File: src/rtl/instruction_decoder_pipe_pkg.sv
// Shared definitions for the 8-bit CPU instruction decoder: opcode classes,
// data-bus source codes, register-enable bit positions and NOP encodings.
package instruction_decoder_pipe_pkg;

    typedef enum logic [2:0] {
        CLS_LOAD   = 3'd0,   // 0ddd_nnnn
        CLS_MOVE   = 3'd1,   // 10dd_dsss
        CLS_ALU    = 3'd2,   // 110x_yfff
        CLS_JMP    = 3'd3,   // 1110_aaaa
        CLS_JMP_NZ = 3'd4    // 1111_aaaa
    } instr_class_e;

    // Data-bus source select codes
    localparam logic [3:0] SRC_R     = 4'd4;
    localparam logic [3:0] SRC_IMM   = 4'd8;
    localparam logic [3:0] SRC_IPINS = 4'd9;
    localparam logic [3:0] SRC_ZERO  = 4'd10;

    // Bit positions inside reg_en = {o_reg, dm, i, m, r, y1, y0, x1, x0}
    localparam int unsigned REG_X0 = 0;
    localparam int unsigned REG_X1 = 1;
    localparam int unsigned REG_Y0 = 2;
    localparam int unsigned REG_Y1 = 3;
    localparam int unsigned REG_R  = 4;
    localparam int unsigned REG_M  = 5;
    localparam int unsigned REG_I  = 6;
    localparam int unsigned REG_DM = 7;
    localparam int unsigned REG_O  = 8;

    localparam logic [8:0] REG_EN_ALL  = 9'h1FF;
    localparam logic [8:0] REG_EN_NONE = 9'h000;

    // ALU-class words that leave all architectural state untouched
    localparam logic [7:0] NOP_C8 = 8'hC8;
    localparam logic [7:0] NOP_CF = 8'hCF;
    localparam logic [7:0] NOP_D8 = 8'hD8;
    localparam logic [7:0] NOP_DF = 8'hDF;

    function automatic instr_class_e classify(input logic [7:0] w);
        instr_class_e c;
        casez (w)
            8'b0???_????: c = CLS_LOAD;
            8'b10??_????: c = CLS_MOVE;
            8'b110?_????: c = CLS_ALU;
            8'b1110_????: c = CLS_JMP;
            default:      c = CLS_JMP_NZ;
        endcase
        return c;
    endfunction

    // Destination field to one-hot enable; d=4 addresses o_reg, not r
    function automatic logic [8:0] dest_onehot(input logic [2:0] d);
        logic [8:0] oh;
        oh = REG_EN_NONE;
        if (d == 3'd4) begin
            oh[REG_O] = 1'b1;
        end else begin
            oh[d] = 1'b1;
        end
        return oh;
    endfunction

    function automatic logic nop_word(input logic [7:0] w);
        return (w == NOP_C8) || (w == NOP_CF) || (w == NOP_D8) || (w == NOP_DF);
    endfunction

endpackage

File: src/rtl/instruction_decoder_pipe_if.sv
// Fetch handshake, downstream control and decoded-output bundle of the decoder.
interface instruction_decoder_pipe_if #(
    parameter int unsigned CNT_W = 16
);
    logic [7:0]       next_instr;
    logic             instr_valid;
    logic             instr_ready;
    logic             stall;
    logic             zero_flag;
    logic             nop_clr;
    logic [7:0]       ir;
    logic [3:0]       ir_nibble;
    logic             dec_valid;
    logic [8:0]       reg_en;
    logic [7:0]       from_ID;
    logic [3:0]       source_sel;
    logic             i_sel;
    logic             x_sel;
    logic             y_sel;
    logic             jmp;
    logic             jmp_nz;
    logic             jmp_taken;
    logic             flush;
    logic [CNT_W-1:0] nop_count;

    // Fetch/PC side and downstream consumers
    modport master (
        output next_instr, instr_valid, stall, zero_flag, nop_clr,
        input  instr_ready, ir, ir_nibble, dec_valid, reg_en, from_ID, source_sel,
               i_sel, x_sel, y_sel, jmp, jmp_nz, jmp_taken, flush, nop_count
    );

    // Decoder side
    modport slave (
        input  next_instr, instr_valid, stall, zero_flag, nop_clr,
        output instr_ready, ir, ir_nibble, dec_valid, reg_en, from_ID, source_sel,
               i_sel, x_sel, y_sel, jmp, jmp_nz, jmp_taken, flush, nop_count
    );
endinterface

File: src/rtl/instruction_decoder_pipe_decode.sv
// Pure combinational decode of the instruction register: raw (ungated)
// register enables, bus source select, operand selects and class flags.
module instr_decode_comb
    import instruction_decoder_pipe_pkg::*;
(
    input  logic [7:0] ir,
    output logic [8:0] reg_en,
    output logic [3:0] source_sel,
    output logic       i_sel,
    output logic       x_sel,
    output logic       y_sel,
    output logic       is_jmp,
    output logic       is_jmp_nz,
    output logic       is_nop
);
    instr_class_e cls_s;
    logic [2:0]   dst_s;
    logic [2:0]   src_s;

    assign cls_s  = classify(ir);
    assign src_s  = ir[2:0];
    assign is_nop = nop_word(ir);

    // Per-class field extraction and enable/select generation
    always_comb begin
        reg_en     = REG_EN_NONE;
        source_sel = {1'b0, ir[2:0]};
        i_sel      = 1'b1;
        x_sel      = 1'b0;
        y_sel      = 1'b0;
        is_jmp     = 1'b0;
        is_jmp_nz  = 1'b0;
        dst_s      = 3'd0;
        case (cls_s)
            CLS_LOAD: begin
                dst_s  = ir[6:4];
                reg_en = dest_onehot(dst_s);
                if (dst_s == 3'd7) begin
                    reg_en[REG_I] = 1'b1;
                end else begin
                    reg_en[REG_I] = reg_en[REG_I];
                end
                source_sel = SRC_IMM;
                i_sel      = (dst_s != 3'd6);
            end
            CLS_MOVE: begin
                dst_s  = ir[5:3];
                reg_en = dest_onehot(dst_s);
                if ((dst_s == 3'd7) || (src_s == 3'd7)) begin
                    reg_en[REG_I] = 1'b1;
                end else begin
                    reg_en[REG_I] = reg_en[REG_I];
                end
                // s=4 reads r; s=d (a self-move) reads the input pins instead
                if (src_s == 3'd4) begin
                    source_sel = SRC_R;
                end else if (src_s == dst_s) begin
                    source_sel = SRC_IPINS;
                end else begin
                    source_sel = {1'b0, src_s};
                end
                i_sel = (dst_s != 3'd6);
            end
            CLS_ALU: begin
                reg_en[REG_R] = 1'b1;
                x_sel         = ir[4];
                y_sel         = ir[3];
            end
            CLS_JMP: begin
                is_jmp = 1'b1;
            end
            CLS_JMP_NZ: begin
                is_jmp_nz = 1'b1;
            end
            default: begin
                reg_en = REG_EN_NONE;
            end
        endcase
    end
endmodule

File: src/rtl/instruction_decoder_pipe.sv
// Pipelined instruction decoder: one-entry instruction register with a
// valid/ready fetch handshake, stall gating, taken-jump squash of wrong-path
// words and a saturating NOP counter.
module instruction_decoder_pipe
    import instruction_decoder_pipe_pkg::*;
#(
    parameter int unsigned SQUASH = 1,
    parameter int unsigned CNT_W  = 16
)(
    input  logic                     clk,
    input  logic                     sync_reset,
    instruction_decoder_pipe_if.slave bus
);
    localparam logic [3:0] SQ_FULL = 4'(SQUASH);
    // When the taken jump coincides with an accept, that word uses one drop
    localparam logic [3:0] SQ_LESS = (SQ_FULL == 4'd0) ? 4'd0 : (SQ_FULL - 4'd1);
    localparam logic [CNT_W-1:0] CNT_ONE = {{(CNT_W-1){1'b0}}, 1'b1};

    logic [7:0]       ir_r;
    logic             ir_valid_r;
    logic [3:0]       sq_cnt_r;
    logic [CNT_W-1:0] nop_cnt_r;

    logic       issue_s;
    logic       ready_s;
    logic       accept_s;
    logic       taken_s;
    logic       drop_s;
    logic [8:0] raw_reg_en_s;
    logic [3:0] raw_src_s;
    logic       raw_i_sel_s;
    logic       raw_x_sel_s;
    logic       raw_y_sel_s;
    logic       is_jmp_s;
    logic       is_jmp_nz_s;
    logic       is_nop_s;

    instr_decode_comb u_decode (
        .ir         (ir_r),
        .reg_en     (raw_reg_en_s),
        .source_sel (raw_src_s),
        .i_sel      (raw_i_sel_s),
        .x_sel      (raw_x_sel_s),
        .y_sel      (raw_y_sel_s),
        .is_jmp     (is_jmp_s),
        .is_jmp_nz  (is_jmp_nz_s),
        .is_nop     (is_nop_s)
    );

    assign issue_s  = ir_valid_r & ~bus.stall;
    assign ready_s  = ~sync_reset & (~ir_valid_r | ~bus.stall);
    assign accept_s = bus.instr_valid & ready_s;
    assign taken_s  = issue_s & (is_jmp_s | (is_jmp_nz_s & ~bus.zero_flag));
    assign drop_s   = accept_s & ((sq_cnt_r != 4'd0) | (taken_s & (SQ_FULL != 4'd0)));

    // Instruction register and its valid flag
    always_ff @(posedge clk or posedge sync_reset) begin
        if (sync_reset) begin
            ir_r       <= 8'h00;
            ir_valid_r <= 1'b0;
        end else if (accept_s) begin
            ir_r       <= bus.next_instr;
            ir_valid_r <= ~drop_s;
        end else if (issue_s) begin
            ir_valid_r <= 1'b0;
        end else begin
            ir_valid_r <= ir_valid_r;
        end
    end

    // Wrong-path drop counter armed by a taken jump
    always_ff @(posedge clk or posedge sync_reset) begin
        if (sync_reset) begin
            sq_cnt_r <= 4'd0;
        end else if (taken_s) begin
            sq_cnt_r <= accept_s ? SQ_LESS : SQ_FULL;
        end else if (accept_s && (sq_cnt_r != 4'd0)) begin
            sq_cnt_r <= sq_cnt_r - 4'd1;
        end else begin
            sq_cnt_r <= sq_cnt_r;
        end
    end

    // Saturating count of issued NOPs; clear wins over increment
    always_ff @(posedge clk or posedge sync_reset) begin
        if (sync_reset) begin
            nop_cnt_r <= '0;
        end else if (bus.nop_clr) begin
            nop_cnt_r <= '0;
        end else if (issue_s && is_nop_s && !(&nop_cnt_r)) begin
            nop_cnt_r <= nop_cnt_r + CNT_ONE;
        end else begin
            nop_cnt_r <= nop_cnt_r;
        end
    end

    // Issue gating of decoded outputs; reset forces a zero-load of every register
    always_comb begin
        bus.instr_ready = ready_s;
        bus.ir          = ir_r;
        bus.ir_nibble   = ir_r[3:0];
        bus.nop_count   = nop_cnt_r;
        if (sync_reset) begin
            bus.dec_valid  = 1'b0;
            bus.reg_en     = REG_EN_ALL;
            bus.source_sel = SRC_ZERO;
            bus.i_sel      = 1'b0;
            bus.x_sel      = 1'b0;
            bus.y_sel      = 1'b0;
            bus.jmp        = 1'b0;
            bus.jmp_nz     = 1'b0;
            bus.jmp_taken  = 1'b0;
            bus.flush      = 1'b0;
        end else begin
            bus.dec_valid  = issue_s;
            bus.reg_en     = issue_s ? raw_reg_en_s : REG_EN_NONE;
            bus.source_sel = raw_src_s;
            bus.i_sel      = raw_i_sel_s;
            bus.x_sel      = raw_x_sel_s;
            bus.y_sel      = raw_y_sel_s;
            bus.jmp        = issue_s & is_jmp_s;
            bus.jmp_nz     = issue_s & is_jmp_nz_s;
            bus.jmp_taken  = taken_s;
            bus.flush      = taken_s;
        end
        bus.from_ID = bus.reg_en[7:0];
    end
endmodule

File: src/flat_wrapper.sv
// flat-port wrapper written by rule: the top's interface ports become plain ports
module instruction_decoder_pipe_flat import instruction_decoder_pipe_pkg::*;
#(
    parameter int unsigned SQUASH = 1,
    parameter int unsigned CNT_W  = 16
)
  (clk, sync_reset, bus_next_instr, bus_instr_valid, bus_stall, bus_zero_flag, bus_nop_clr, bus_instr_ready, bus_ir, bus_ir_nibble, bus_dec_valid, bus_reg_en, bus_from_ID, bus_source_sel, bus_i_sel, bus_x_sel, bus_y_sel, bus_jmp, bus_jmp_nz, bus_jmp_taken, bus_flush, bus_nop_count);
  instruction_decoder_pipe_if #(.CNT_W(CNT_W)) bus_i ();
  input  logic clk;
  input  logic sync_reset;
  input wire logic [$bits(bus_i.next_instr)-1:0] bus_next_instr;
  input wire logic [$bits(bus_i.instr_valid)-1:0] bus_instr_valid;
  input wire logic [$bits(bus_i.stall)-1:0] bus_stall;
  input wire logic [$bits(bus_i.zero_flag)-1:0] bus_zero_flag;
  input wire logic [$bits(bus_i.nop_clr)-1:0] bus_nop_clr;
  output wire logic [$bits(bus_i.instr_ready)-1:0] bus_instr_ready;
  output wire logic [$bits(bus_i.ir)-1:0] bus_ir;
  output wire logic [$bits(bus_i.ir_nibble)-1:0] bus_ir_nibble;
  output wire logic [$bits(bus_i.dec_valid)-1:0] bus_dec_valid;
  output wire logic [$bits(bus_i.reg_en)-1:0] bus_reg_en;
  output wire logic [$bits(bus_i.from_ID)-1:0] bus_from_ID;
  output wire logic [$bits(bus_i.source_sel)-1:0] bus_source_sel;
  output wire logic [$bits(bus_i.i_sel)-1:0] bus_i_sel;
  output wire logic [$bits(bus_i.x_sel)-1:0] bus_x_sel;
  output wire logic [$bits(bus_i.y_sel)-1:0] bus_y_sel;
  output wire logic [$bits(bus_i.jmp)-1:0] bus_jmp;
  output wire logic [$bits(bus_i.jmp_nz)-1:0] bus_jmp_nz;
  output wire logic [$bits(bus_i.jmp_taken)-1:0] bus_jmp_taken;
  output wire logic [$bits(bus_i.flush)-1:0] bus_flush;
  output wire logic [$bits(bus_i.nop_count)-1:0] bus_nop_count;
  assign bus_i.next_instr = bus_next_instr;
  assign bus_i.instr_valid = bus_instr_valid;
  assign bus_i.stall = bus_stall;
  assign bus_i.zero_flag = bus_zero_flag;
  assign bus_i.nop_clr = bus_nop_clr;
  assign bus_instr_ready = bus_i.instr_ready;
  assign bus_ir = bus_i.ir;
  assign bus_ir_nibble = bus_i.ir_nibble;
  assign bus_dec_valid = bus_i.dec_valid;
  assign bus_reg_en = bus_i.reg_en;
  assign bus_from_ID = bus_i.from_ID;
  assign bus_source_sel = bus_i.source_sel;
  assign bus_i_sel = bus_i.i_sel;
  assign bus_x_sel = bus_i.x_sel;
  assign bus_y_sel = bus_i.y_sel;
  assign bus_jmp = bus_i.jmp;
  assign bus_jmp_nz = bus_i.jmp_nz;
  assign bus_jmp_taken = bus_i.jmp_taken;
  assign bus_flush = bus_i.flush;
  assign bus_nop_count = bus_i.nop_count;
  instruction_decoder_pipe #(.SQUASH(SQUASH), .CNT_W(CNT_W)) u_core (.clk(clk), .sync_reset(sync_reset), .bus(bus_i));
endmodule
File: config.mk
export PLATFORM = sky130hd
export DESIGN_NAME = instruction_decoder_pipe_flat
export DESIGN_NICKNAME = d
export VERILOG_FILES = /design/src/rtl/instruction_decoder_pipe_pkg.sv /design/src/rtl/instruction_decoder_pipe_if.sv /design/src/rtl/instruction_decoder_pipe_decode.sv /design/src/rtl/instruction_decoder_pipe.sv /design/src/flat_wrapper.sv
export SDC_FILE = /design/constraint.sdc
export NUM_CORES = 1
export LEC_CHECK = 0
export BUFFER_PORTS_ARGS = -buffer_cell sky130_fd_sc_hd__buf_2
export CORE_MARGIN = 5
export CORE_UTILIZATION = 38
export DETAILED_ROUTE_END_ITERATION = 10
export PLACE_DENSITY_LB_ADDON = 0.05
export SLEW_MARGIN = 20
export SYNTH_ARGS = -nofsm -noshare
export SYNTH_HDL_FRONTEND = slang
export SYNTH_SLANG_ARGS = --single-unit
File: constraint.sdc
create_clock -name clk -period 6.9 [get_ports clk]
set_clock_uncertainty 0.2 [all_clocks]
set_input_delay 0.69 -clock clk [delete_from_list [all_inputs] [get_ports clk]]
set_output_delay 0.69 -clock clk [all_outputs]
set_load 0.03 [all_outputs]
==> run_results.csv <==
group,metric,value,unit
timing,hold_viol_final,0,
pwr,power.internal,0.320,mW
yosys,synth_area_leader_cell,"dfrtp_1",
yosys,ys_ff_latch,29,
yosys,synth_area_leaders,"dfrtp_1 35%, a21oi_1 5.8%, buf_4 5.1%",
worst_hold_path,hold_class,"reg2reg",
global_route,grt_pass1_wl,9220,um
yosys,synth_seq_area_share,35.2,%
detailed_routing,ant_nets,0,
timing,clock.fmax,0.337,GHz
layout,drive_gt1_share,31.2,%
timing,final-setup-viol-count,0,
layout,nets,307,
clocking,postCtsHoldBufs,0,
layout,area_growth,16.1,%
floorplan,initial_core_util,39.6,%
timing,setup-tns-final,0,ps
yosys,yosys.area.top_type_share,35.2,%
critical_path,rr_endpoint,"u_core.bus.nop_count[13]",
pwr,ir_drop,0.0000982,V
yosys,syn_nets,263,
yosys,syn_area,2060,sq um
critical_path,reg2reg_slack,4210,ps
clocking,tritoncts,"built",
place,gp_congestion,0.738,
clocking,cts_setup_buffers,0,
detailed_routing,vias,2016,
pwr,p_leak,1.11,nW
worst_hold_path,hp-start,"u_core.ir_valid_r",
yosys,synth_warnings,0,
clocking,cts_root_buf,"clkbuf_8",
clocking,cts.sink_count,29,
clocking,path_clk_slew,60,ps
pwr,pwr-share-clk,24.9,%
critical_path,r2r.worst_path.cells,4,
clocking,cts_max_path_buffers,2,
critical_path,worstSetupEndpointType,"output port",
critical_path,crit_type,"in2out",
critical_path,crit_buf_inv,4,
worst_hold_path,min_delay_path_depth,2,
pwr,combPwrFrac,32.1,%
critical_path,required,6010,ps
yosys,avgSynthCellArea,8.35,sq um
global_route,grt_pass1_vias,1873,
floorplan,rows,26,
global_route,antenna_found_initial,0,
pwr,p_per_area,223,nW/um^2
global_route,globalRouteTotalUtil,15.6,%
floorplan,coreArea,5200,sq um
pwr,pwr-share-seq,43.0,%
detailed_routing,routed_wl,5420,um
run_status,status,"finished, final reports clean",
timing,drv_slew,0,
yosys,synth_top_flop_cell,"dfrtp_1",
floorplan,pin_count,72,
pwr,p_switching,0.214,mW
clocking,cts_max_level,2,
clocking,clock_latency,280,ps
detailed_routing,viasPerCell,5.57,
yosys,syn_inst,247,
place,port_buffers,71,
timing,rsz0062_at_grt,"no",
detailed_routing,drt_pass1_iterations,4,
critical_path,crit_top_cell,"buf_2",
critical_path,cp_cell_sequence,"buf_2, inv_1, buf_4, o21ai_0, buf_2",
place,hpwlAfterDp,3940,um
detailed_routing,drc_errors,0,
worst_hold_path,hold_path_end,"u_core.ir_valid_r",
critical_path,critPathLaunchType,"input port",
layout,diodes,0,
clocking,numCtsBuffers,5,
run,drv_cap,0,
timing,worst_pin_slew,760,ps
floorplan,die_y,83.7,um
critical_path,critPathArrivalTime,2080,ps
layout,n_fill_cell,560,
global_route,grt_overflow,0,
critical_path,path_delay_family,"buffers and inverters",
floorplan,dieArea,7000,sq um
timing,layout_min_cycle_time,2970,ps
clocking,cts_resized,0,
detailed_routing,avgRoutedWirePerCell,15.0,um
critical_path,cp_max_fo,18,
global_route,grt_max_degree,29,
detailed_routing,drt_first_iter_violations,71,
critical_path,cp_slowest_cell,"inv_1",
timing,fin_crit_sh,43.0,%
floorplan,die_w,83.7,um
pwr,switching_share,40.1,%
pwr,power.total,0.534,mW
yosys,synth.distinct_cells,41,
timing,relSlewSlack,49.0,%
yosys,synth_edf_count,0,
yosys,ys_async_sr_fraction,100,%
critical_path,r2r-start,"u_core.bus.ir[7]",
critical_path,slowest_delay,480,ps
per-layer routing:
layer	global-route usage [%]	routed length (um)	vias up
met4	4.82	62	0
li1	-	-	997
met1	20.8	2570	952
met2	24.8	2440	63
met5	0	0	-
met3	3.95	349	4
flip-flops by register name, indices dropped and copies added, names as in the netlist:
| signal | cells |
|---|---|
| u_core.bus.ir | 8 |
| u_core.sq_cnt_r | 4 |
| u_core.ir_valid_r | 1 |
| u_core.bus.nop_count | 16 |
layout make-up:
cell class | count | area (sq um) | share of cell area, %
timing repair buffer | 72 | 363 | 15.2
sequential | 29 | 726 | 30.3
clock buffer | 6 | 72.6 | 3.03
multi-input combinational | 175 | 1110 | 46.2
tap | 70 | 87.6 | 3.66
clock inverter | 2 | 10.0 | 0.418
inverter | 8 | 30.0 | 1.25
how the worst max path moves through the flow:
| stage | start | end | slack, ps | cells after the start |
|---|---|---|---|---|
| 2_1_floorplan | sync_reset | bus_reg_en[5] | 3670 | 3 |
| 3_3_place_gp | sync_reset | bus_from_ID[5] | 3900 | 5 |
| 3_5_place_dp | sync_reset | bus_reg_en[5] | 3870 | 5 |
| 4_1_cts | sync_reset | bus_reg_en[5] | 3870 | 5 |
| 5_1_grt | sync_reset | bus_from_ID[5] | 3690 | 5 |
| 6_report | sync_reset | bus_from_ID[5] | 3930 | 5 |
placed cells by master, fill, tap and decap left out, types with 8 or more instances in the layout:
| cell | n |
|---|---|
| nor2_1 | 10 |
| nand3_1 | 11 |
| buf_2 | 71 |
| or4_1 | 11 |
| a21oi_1 | 24 |
| o21ai_0 | 14 |
| dfrtp_1 | 29 |
| nand2_1 | 24 |
| inv_1 | 8 |
| o31ai_1 | 14 |
power groups by stage:
stage / clock (mW) / sequential, mW / combinational (mW)
floorplan: 0 / 0.224 / 0.147
global placement: 0 / 0.233 / 0.172
detailed placement: 0 / 0.233 / 0.173
CTS: 0.139 / 0.230 / 0.173
global route: 0.145 / 0.235 / 0.189
finish: 0.133 / 0.229 / 0.171
cell families (layout without fill, tap and decap cells):
logic type / count (synthesis) / in the layout / synth area share [%]
simple gates: 93 / 93 / 25.0
buf+inv: 43 / 88 / 11.2
flops: 29 / 29 / 35.2
fa+ha+maj: 2 / 2 / 1.21
xor+xnor: 3 / 3 / 1.27
compound gates: 69 / 69 / 22.0
mux: 8 / 8 / 4.19
per-stage QoR:
stage	hold slack (ps)	cell area, sq um	setup slack (ps)	instances	utilization, %
floorplan	268	2060	3670	247	-
global placement	308	2310	3900	354	44.4
detailed placement	297	2310	3870	354	44.4
CTS	311	2390	3870	362	46.0
global route	358	2390	3690	362	46.0
finish	313	2390	3930	362	46.0
cell usage after synthesis, types with 3 or more instances:
cell,count
dfrtp_1,29
a41o_1,4
xor2_1,3
nand4_1,7
inv_1,8
buf_1,3
buf_4,14
or4_1,11
nor2_1,10
mux2i_1,3
a31o_2,3
and4_1,4
nand2_1,24
or3_1,3
o21ai_0,14
clkbuf_1,15
a21oi_1,24
nand3_1,11
mux2_2,5
nor3_1,4
o31ai_1,14
and3_1,7
worst register-to-register path, delay by kind of cell (launching register included):
kind            cells  cell delay [ps]
flops               1              680
simple gates        2              860
compound gates      2              880
Note: power is estimated with default switching activity, not from simulation.
